File: src/rtl/audio_pkg.sv
// Shared types and constants for the stereo sample scheduler.
package audio_pkg;

  typedef logic [15:0] sample_t;

  typedef struct packed {
    sample_t l;
    sample_t r;
  } stereo_t;

  typedef enum logic [1:0] {
    IDLE  = 2'd0,
    PRIME = 2'd1,
    RUN   = 2'd2
  } state_t;

  localparam sample_t SILENCE      = 16'h8000;
  localparam stereo_t SILENCE_PAIR = '{l: SILENCE, r: SILENCE};

  // A divide value of 0 would make the period a single cycle; treat it as 1.
  function automatic logic [15:0] div_reload(input logic [15:0] rate_div);
    return (rate_div == 16'd0) ? 16'd1 : rate_div;
  endfunction

endpackage

File: src/rtl/audio_pair_fifo.sv
// DEPTH x 32-bit synchronous FIFO of stereo pairs with single-cycle flush.
module audio_pair_fifo
  import audio_pkg::*;
#(
  parameter int DEPTH = 8
) (
  input  logic                       clk,
  input  logic                       rst,
  input  logic                       push,
  input  stereo_t                    wr_pair,
  input  logic                       pop,
  output stereo_t                    rd_pair,
  input  logic                       flush,
  output logic                       full,
  output logic                       empty,
  output logic [$clog2(DEPTH):0]     level
);

  localparam int AW = $clog2(DEPTH);
  localparam int LW = AW + 1;

  stereo_t        mem [DEPTH];
  logic [AW:0]    wr_ptr;
  logic [AW:0]    rd_ptr;
  logic           do_push;
  logic           do_pop;

  // Pointers carry one extra bit so full and empty stay distinguishable.
  assign level   = wr_ptr - rd_ptr;
  assign full    = (level == LW'(DEPTH));
  assign empty   = (level == '0);
  assign do_push = push && !full && !flush;
  assign do_pop  = pop && !empty && !flush;
  assign rd_pair = mem[rd_ptr[AW-1:0]];

  always_ff @(posedge clk) begin
    if (rst || flush) begin
      wr_ptr <= '0;
      rd_ptr <= '0;
    end else begin
      if (do_push) wr_ptr <= wr_ptr + 1'b1;
      if (do_pop)  rd_ptr <= rd_ptr + 1'b1;
    end
  end

  always_ff @(posedge clk) begin
    if (do_push) mem[wr_ptr[AW-1:0]] <= wr_pair;
  end

endmodule

File: src/rtl/audio_sample_sched.sv
// Stereo sample scheduler: FIFO-buffered L/R pairs released once per divided sample period.
// Optional build macro AUDIO_UNDERRUN_CNT_EN adds a saturating underrun_cnt output.
//
// state | meaning
// IDLE  | disabled, outputs at SILENCE, FIFO emptied on entry
// PRIME | filling FIFO up to PRIME_LVL, outputs hold last pair
// RUN   | divider running, one pair popped per tick
module audio_sample_sched
  import audio_pkg::*;
#(
  parameter int DEPTH     = 8,
  parameter int LOW_WM    = 2,
  parameter int PRIME_LVL = 4
) (
  input  logic        clk,
  input  logic        rst,
  input  logic        enable,
  input  logic [15:0] rate_div,
  input  logic        wr_valid,
  input  logic [15:0] wr_l,
  input  logic [15:0] wr_r,
  output logic        wr_ready,
  output logic        sample_req,
  output logic [15:0] audio_data_l,
  output logic [15:0] audio_data_r,
  output logic        sample_strobe,
  output logic        underrun
`ifdef AUDIO_UNDERRUN_CNT_EN
  ,
  output logic [15:0] underrun_cnt
`endif
);

  localparam int LW = $clog2(DEPTH) + 1;
  localparam logic [LW-1:0] LOW_WM_L = LW'(LOW_WM);
  localparam logic [LW-1:0] PRIME_L  = LW'(PRIME_LVL);

  state_t        state;
  state_t        state_nxt;
  logic [15:0]   div_cnt;
  logic [15:0]   div_nxt;
  stereo_t       out_q;
  stereo_t       out_nxt;
  stereo_t       rd_pair;
  logic          strobe_nxt;
  logic          underrun_nxt;
  logic          flush;
  logic          push;
  logic          pop;
  logic          tick;
  logic          full;
  logic          empty;
  logic [LW-1:0] level;

  // Dropping enable flushes in the same cycle that leaves the active states.
  assign flush    = !enable && (state != IDLE);
  assign wr_ready = !full && !flush;
  assign push     = wr_valid && wr_ready;
  assign tick     = (state == RUN) && (div_cnt == 16'd0);

  audio_pair_fifo #(
    .DEPTH (DEPTH)
  ) u_fifo (
    .clk     (clk),
    .rst     (rst),
    .push    (push),
    .wr_pair ('{l: wr_l, r: wr_r}),
    .pop     (pop),
    .rd_pair (rd_pair),
    .flush   (flush),
    .full    (full),
    .empty   (empty),
    .level   (level)
  );

  always_comb begin
    state_nxt    = state;
    div_nxt      = div_cnt;
    out_nxt      = out_q;
    pop          = 1'b0;
    strobe_nxt   = 1'b0;
    underrun_nxt = 1'b0;
    if (!enable) begin
      state_nxt = IDLE;
      out_nxt   = SILENCE_PAIR;
    end else begin
      case (state)
        IDLE: begin
          state_nxt = PRIME;
          out_nxt   = SILENCE_PAIR;
        end
        PRIME: begin
          if (level >= PRIME_L) begin
            state_nxt = RUN;
            div_nxt   = 16'd0;
          end
        end
        RUN: begin
          if (tick) begin
            div_nxt = div_reload(rate_div);
            if (!empty) begin
              pop        = 1'b1;
              out_nxt    = rd_pair;
              strobe_nxt = 1'b1;
            end else begin
              underrun_nxt = 1'b1;
              state_nxt    = PRIME;
            end
          end else begin
            div_nxt = div_cnt - 16'd1;
          end
        end
        default: state_nxt = IDLE;
      endcase
    end
  end

  always_ff @(posedge clk) begin
    if (rst) begin
      state         <= IDLE;
      div_cnt       <= 16'd0;
      out_q         <= SILENCE_PAIR;
      sample_strobe <= 1'b0;
      underrun      <= 1'b0;
      sample_req    <= 1'b0;
    end else begin
      state         <= state_nxt;
      div_cnt       <= div_nxt;
      out_q         <= out_nxt;
      sample_strobe <= strobe_nxt;
      underrun      <= underrun_nxt;
      sample_req    <= enable && (level <= LOW_WM_L);
    end
  end

  assign audio_data_l = out_q.l;
  assign audio_data_r = out_q.r;

`ifdef AUDIO_UNDERRUN_CNT_EN
  always_ff @(posedge clk) begin
    if (rst) begin
      underrun_cnt <= 16'd0;
    end else if (underrun_nxt && (underrun_cnt != 16'hFFFF)) begin
      underrun_cnt <= underrun_cnt + 16'd1;
    end
  end
`endif

endmodule

File: config.mk
export PLATFORM = sky130hd
export DESIGN_NAME = audio_sample_sched
export DESIGN_NICKNAME = d
export VERILOG_FILES = /design/src/rtl/audio_pkg.sv /design/src/rtl/audio_pair_fifo.sv /design/src/rtl/audio_sample_sched.sv
export SDC_FILE = /design/constraint.sdc
export NUM_CORES = 1
export LEC_CHECK = 0
export ABC_CLOCK_PERIOD_IN_PS = 13820
export BUFFER_PORTS_ARGS = -buffer_cell sky130_fd_sc_hd__buf_2
export CAP_MARGIN = 20
export CORE_ASPECT_RATIO = 2
export CORE_MARGIN = 1
export CORE_UTILIZATION = 41
export DETAILED_ROUTE_END_ITERATION = 16
export PLACE_DENSITY = 0.66
export SYNTH_ARGS = -nofsm -noshare
export SYNTH_HDL_FRONTEND = slang
export SYNTH_SLANG_ARGS = --single-unit
export TNS_END_PERCENT = 30
File: constraint.sdc
create_clock -name clk -period 13.82 [get_ports clk]
set_input_delay 2.764 -clock clk [delete_from_list [all_inputs] [get_ports clk]]
set_output_delay 2.764 -clock clk [all_outputs]
set_load 0.05 [all_outputs]
# == Word-level counts from Yosys, hierarchy flattened ==
# Memories as Yosys holds them, arrays and structs flattened. A register that Yosys moved wholly into a read port is not among the register bits.
# Index checks and enable logic that the tools add are counted.
# word_totals
ff_bits,61
memories,1
input_bits,52
ram_bits,256
# classes
n_reduce_logical,26
n_eq_ne,7
bitwise,3
n_mux,20
add_sub_neg,4
magnitude_cmp,2
# mem_list
memory,depth,width,rd,rd_ports_with_merged_regs,write_ports,line_no,rtl
u_fifo.mem,8,32,1,1,1,audio_pair_fifo.sv:22,stereo_t mem [DEPTH];
# ops
cell,n
$mux 32,2
$pmux 32 s2,1
$mux 16,3
$logic_not 16->1,2
$pmux 16 s2,1
$sub 16x1->16 const B,1
$logic_and 1x1->1,9
$reduce_and 3->1,3
$add 4x1->4 const B,2
$ne 2x2->1 const B,4
$mux 1,7
$mux 2,3
$mux 3,2
$pmux 2 s3,1
$reduce_bool 2->1,3
$eq 4x4->1 const B,1
$ge 4x3->1 const B,1
$le 4x2->1 const B,1
$logic_not 1->1,4
$logic_not 4->1,1
$reduce_or 4->1,1
$sub 4x4->4,1
$not 1->1,3
$eq 2x1->1 const B,1
4 further kinds,4

# == Depth between registers and ports, before layout ==
# depth
depth_word,10
ltp_mapped,11
depth_no_buf,9

# == Hierarchy ==
# A second synthesis with hierarchy kept.
# unflattened
hier_cells,718
area_unflattened_um2,12677.2
# modules_own_cells
module,area_each_um2,cells_each,n_inst
audio_pair_fifo,10263.6,453,1
audio_sample_sched,2413.6,265,1

# == Worst setup path after synthesis ==
# No wires, ideal clock.
# synth_path
kind,input -> register
start,input enable
end,memory u_fifo.mem[2][0] (netlist name) (enable)
path_slack_ns,7.458
cell_stages,5
arrival_time_ns,5.894
path_buffers,1
setup_time_ns,0.468
cell_sequence,o21bai_1 o311a_1 clkbuf_1 nand2b_1 nor3b_1
# synth_between
elab_chain_len,9
# synth_lines
element,line_no,rtl
"start, declared",audio_sample_sched.sv:17,"input logic enable,"
$logic_not 1->1 *,--,
$logic_and 1x1->1 *,audio_sample_sched.sv:56,assign flush = !enable && (state != IDLE);
$logic_not 1->1 *,"audio_pair_fifo.sv:32, audio_sample_sched.sv:57",
$logic_and 1x1->1,audio_sample_sched.sv:57,assign wr_ready = !full && !flush;
$logic_and 1x1->1,audio_sample_sched.sv:58,assign push = wr_valid && wr_ready;
$logic_and 1x1->1,audio_pair_fifo.sv:32,assign do_push = push && !full && !flush;
$logic_and 1x1->1 *,audio_pair_fifo.sv:32,
$mux 1 *,audio_pair_fifo.sv:47,if (do_push) mem[wr_ptr[AW-1:0]] <= wr_pair;
$mux 1 (not written as such) *,audio_pair_fifo.sv:47,
"end, declared",audio_pair_fifo.sv:22,
# Mark *: on every way between the ends. The rest lies on a longest branch, timed or not.

# == Final worst setup path ==
# layout_path
start,input enable
end,output wr_ready
# layout_between
elab_chain_len,4
# layout_lines
element,line_no,rtl
$logic_not 1->1,--,
$logic_and 1x1->1,audio_sample_sched.sv:56,
$logic_not 1->1,audio_sample_sched.sv:57,
$logic_and 1x1->1,audio_sample_sched.sv:57,
"end, declared",audio_sample_sched.sv:22,"output logic wr_ready,"
# Every way passes these cells.

==> results.py <==
metrics = {
    "drt": {
        "top_layer": "met5",
        "route.detailed.drc": 0,
        "dr.pass1.iters": 4,
        "wl_met3_mm": 1.206,
        "vias_per_cell": 5.509,
        "dr_wl_met2_mm": 16.01,
        "wl_mm": 28.35,
        "drt_iter0_drc": 394,
        "postRouteAntennaNets": 0,
        "wl_per_cell_um": 20.86,
        "met1Wirelength_mm": 10.20,
        "vias": 7487,
    },
    "power_and_ir_drop": {
        "switching_power_mw": 0.4092,
        "p_comb_share_pct": 4.3,
        "ir_worst_vdd_v": 0.00007692,
        "p_per_area_nw_per_um2": 132.6,
        "seq_power_share_pct": 54.4,
        "power.share.switching_pct": 20.83,
        "p_clk_share_pct": 41.4,
        "p_leak_nw": 4.797,
        "internal-power_mw": 1.555,
    },
    "clocking": {
        "cts_hold_buffers": 0,
        "path_clk_slew_ns": 0.07,
        "post_cts.repair.setup_buffers": 0,
        "cts_tree": "built",
        "cts_root_buf": "clkbuf_16",
        "clockBufferDepth": 3,
        "numCtsBuffers": 29,
        "clk_latency_ns": 0.55,
        "cts_resized": 0,
        "htree_levels": 1,
        "cts_sinks": 320,
    },
    "critical_path": {
        "crit_required_ns": 11.06,
        "critPathKind": "input port to output port",
        "rr_startpoint": "u_fifo.wr_ptr[0]",
        "r2r_cells": 10,
        "reg2reg_slack_ns": 10.49,
        "reg2reg_to": "u_fifo.mem[2][11]",
        "arrival_ns": 3.56,
        "cpPeakStageDelay_ns": 0.26,
        "cp-startpoint": "enable",
        "crit_top_cell": "buf_2",
        "path_max_fanout": 9,
        "crit_path_end_kind": "output port",
        "start_kind": "input port",
        "critPathCapture": "wr_ready",
        "cp_slowest_cell": "buf_2",
        "crit_path_cell_trace": "buf_2 -> o21bai_1 -> o21a_1 -> buf_2",
    },
    "timing": {
        "tightest_slew_ns": 0.9823,
        "rsz0062_at_grt": "no",
        "slew_violations": 0,
        "clock_skew_ns": 0.01434,
        "post-route-min-period_ns": 6.321,
        "fmax_mhz": 158.2,
        "finalSetupViolCount": 0,
        "slew_headroom_pct": 34.27,
        "timing.hold.ws_ns": 0.4569,
        "fin_crit_sh_pct": 45.74,
        "hold_viol": 0,
        "tns_ns": 0,
    },
    "job": {
        "cap_violations": 0,
    },
    "synth": {
        "synthTopCellsByArea": "edfxtp_1 (60%), dfxtp_1 (9.9%), mux4_2 (5.9%), mux2i_1 (5.0%), nand3_1 (2.1%)",
        "netlist_top_cells_count": "edfxtp_1 (256), dfxtp_1 (64), mux2i_1 (64), nand3_1 (54)",
        "avgSynthCellArea_um2": 15.48,
        "synth_xor_area_share_pct": 0.5432,
        "synthFlopType": "edfxtp_1",
        "synth-seq-cells": 320,
        "yosysMostFrequentCell": "edfxtp_1",
        "yosys.area_share.simple_pct": 8.158,
        "netlist_area_um2": 12900,
        "postSynth.asyncResetShare_pct": 0,
        "synth_compound_area_share_pct": 7.721,
        "ys_types": 60,
        "synth_fa_ha_area_share_pct": 0.8342,
        "synth_top_cell_by_area": "edfxtp_1",
        "synth_top_area_share_pct": 59.60,
        "synth_edf_count": 256,
        "syn_nets": 893,
        "synthCells": 833,
        "synth_top_family_by_area": "multiplexers",
        "yosysSeqAreaShare_pct": 69.53,
        "yosysWarnings": 0,
        "synthMuxAreaShare_pct": 10.99,
    },
    "run_status": {
        "outcome": "finished clean",
    },
    "finish": {
        "nets": 978,
        "multi_input_area_um2": 3699,
        "n_fill_cell": 2668,
        "layout-drive-gt1-share_pct": 22.34,
        "regArea_um2": 8974,
        "area_growth_pct": 14.90,
    },
    "floorplan": {
        "die_w_um": 127.4,
        "io_pins": 88,
        "dieArea_um2": 32220,
        "die_y_um": 252.8,
        "start_util_pct": 41.80,
        "rows": 91,
        "fp.coreArea_um2": 30860,
    },
    "placement": {
        "io_buffers": 87,
        "place.gp.congestion": 0.9086,
        "hpwl_mm": 17.16,
    },
    "grt": {
        "overflow": 0,
        "grt_pass1_wl_mm": 43.53,
        "grt_start_max_net_pins": 65,
        "grt_pass1_vias": 7756,
        "antenna_found_initial": 2,
        "grt_usage_pct": 18.02,
    },
    "worst_hold_path": {
        "hold_path_class": "flip-flop to flip-flop",
    },
}
power groups by stage:
stage	clock network [mW]	logic, mW	registers (mW)
finish	0.813	0.0836	1.07
global route	0.870	0.0915	1.07
CTS	0.831	0.0848	1.07
detailed placement	0	0.0844	1.09
global placement	0	0.0830	1.09
floorplan	0	0.0481	1.09
metrics by stage:
step / setup WS, ns / util (%) / total power, mW / instances / instance area (µm²)
2_1_floorplan: 7.458 / - / 1.137 / 833 / 12900
3_3_place_gp: 7.514 / 44.80 / 1.171 / 1304 / 13820
3_5_place_dp: 7.507 / 44.80 / 1.174 / 1304 / 13820
4_1_cts: 7.497 / 47.93 / 1.984 / 1357 / 14790
5_1_grt: 7.453 / 48.03 / 2.031 / 1359 / 14820
6_report: 7.499 / 48.03 / 1.965 / 1359 / 14820
critical path, delay by kind of cell:
kind | cells | cell delay (ns)
AO/OA/AOI/OAI | 2 | 0.38
buffers and inverters | 2 | 0.42
state kept, by name, indices dropped and copies added, names as in the netlist, named ones only:
register       cells
audio_data_r      16
audio_data_l      16
state              2
underrun           1
u_fifo.rd_ptr      4
u_fifo.wr_ptr      4
u_fifo.mem       256
sample_strobe      1
sample_req         1
div_cnt           16
layout by cell type, fill, tap and decap left out, types with 7 or more instances in the layout:
| cell | synthesis | final |
|---|---|---|
| buf_4 | 2 | 17 |
| buf_2 | 19 | 87 |
| o32ai_1 | 8 | 8 |
| nor2b_1 | 10 | 8 |
| nor4_1 | 10 | 10 |
| nor3_1 | 12 | 8 |
| dfxtp_1 | 64 | 62 |
| nand3_1 | 54 | 54 |
| a22oi_1 | 34 | 34 |
| mux4_2 | 34 | 34 |
| a21oi_1 | 26 | 26 |
| nand2b_1 | 26 | 26 |
| nand4_1 | 9 | 9 |
| ha_1 | 7 | 7 |
| inv_1 | 17 | 17 |
| clkbuf_16 | 0 | 29 |
| edfxtp_1 | 256 | 256 |
| nand2_1 | 13 | 13 |
| mux2i_1 | 64 | 64 |
| nor2_1 | 24 | 22 |
| a211oi_1 | 7 | 7 |
| o211ai_1 | 11 | 11 |
| o21ai_1 | 31 | 31 |
worst min-delay path by stage:
stage                          startpoint               to  slack (ns)  cells past startpoint
after floorplan               div_cnt[12]      div_cnt[12]        0.46                      2
after global placement    audio_data_l[3]  audio_data_l[3]        0.45                      2
after detailed placement  audio_data_l[3]  audio_data_l[3]        0.45                      2
after CTS                 audio_data_r[4]  audio_data_r[4]        0.46                      2
after global routing      audio_data_l[3]  audio_data_l[3]        0.48                      2
final                     audio_data_l[1]  audio_data_l[1]        0.46                      2
cell families (layout without fill, tap and decap cells):
kind of cell	Yosys count	after routing
and+or+nand+nor	185	185
DFF	320	320
other	0	1
adders and majority gates	8	8
buffers and inverters	68	175
AOI/OAI and AO/OA	145	145
xor gates and xnor gates	8	8
muxes	99	99
area by class of cell:
type | count | share of cell area [%]
repair buffers | 105 | 3.985
inverters | 17 | 0.4306
diodes | 1 | 0.01688
clock inverters | 19 | 1.444
well taps | 418 | 3.529
clock buffers | 34 | 5.091
flip-flops and latches | 320 | 60.55
multi-input cells | 445 | 24.96
routing by layer:
layer | GRT usage (%) | up-vias
met5 | 0 | -
met4 | 7.075 | 2
met3 | 2.620 | 56
met2 | 35.64 | 189
met1 | 18.54 | 3765
li1 | - | 3475
Note: power is estimated with default switching activity, not from simulation.
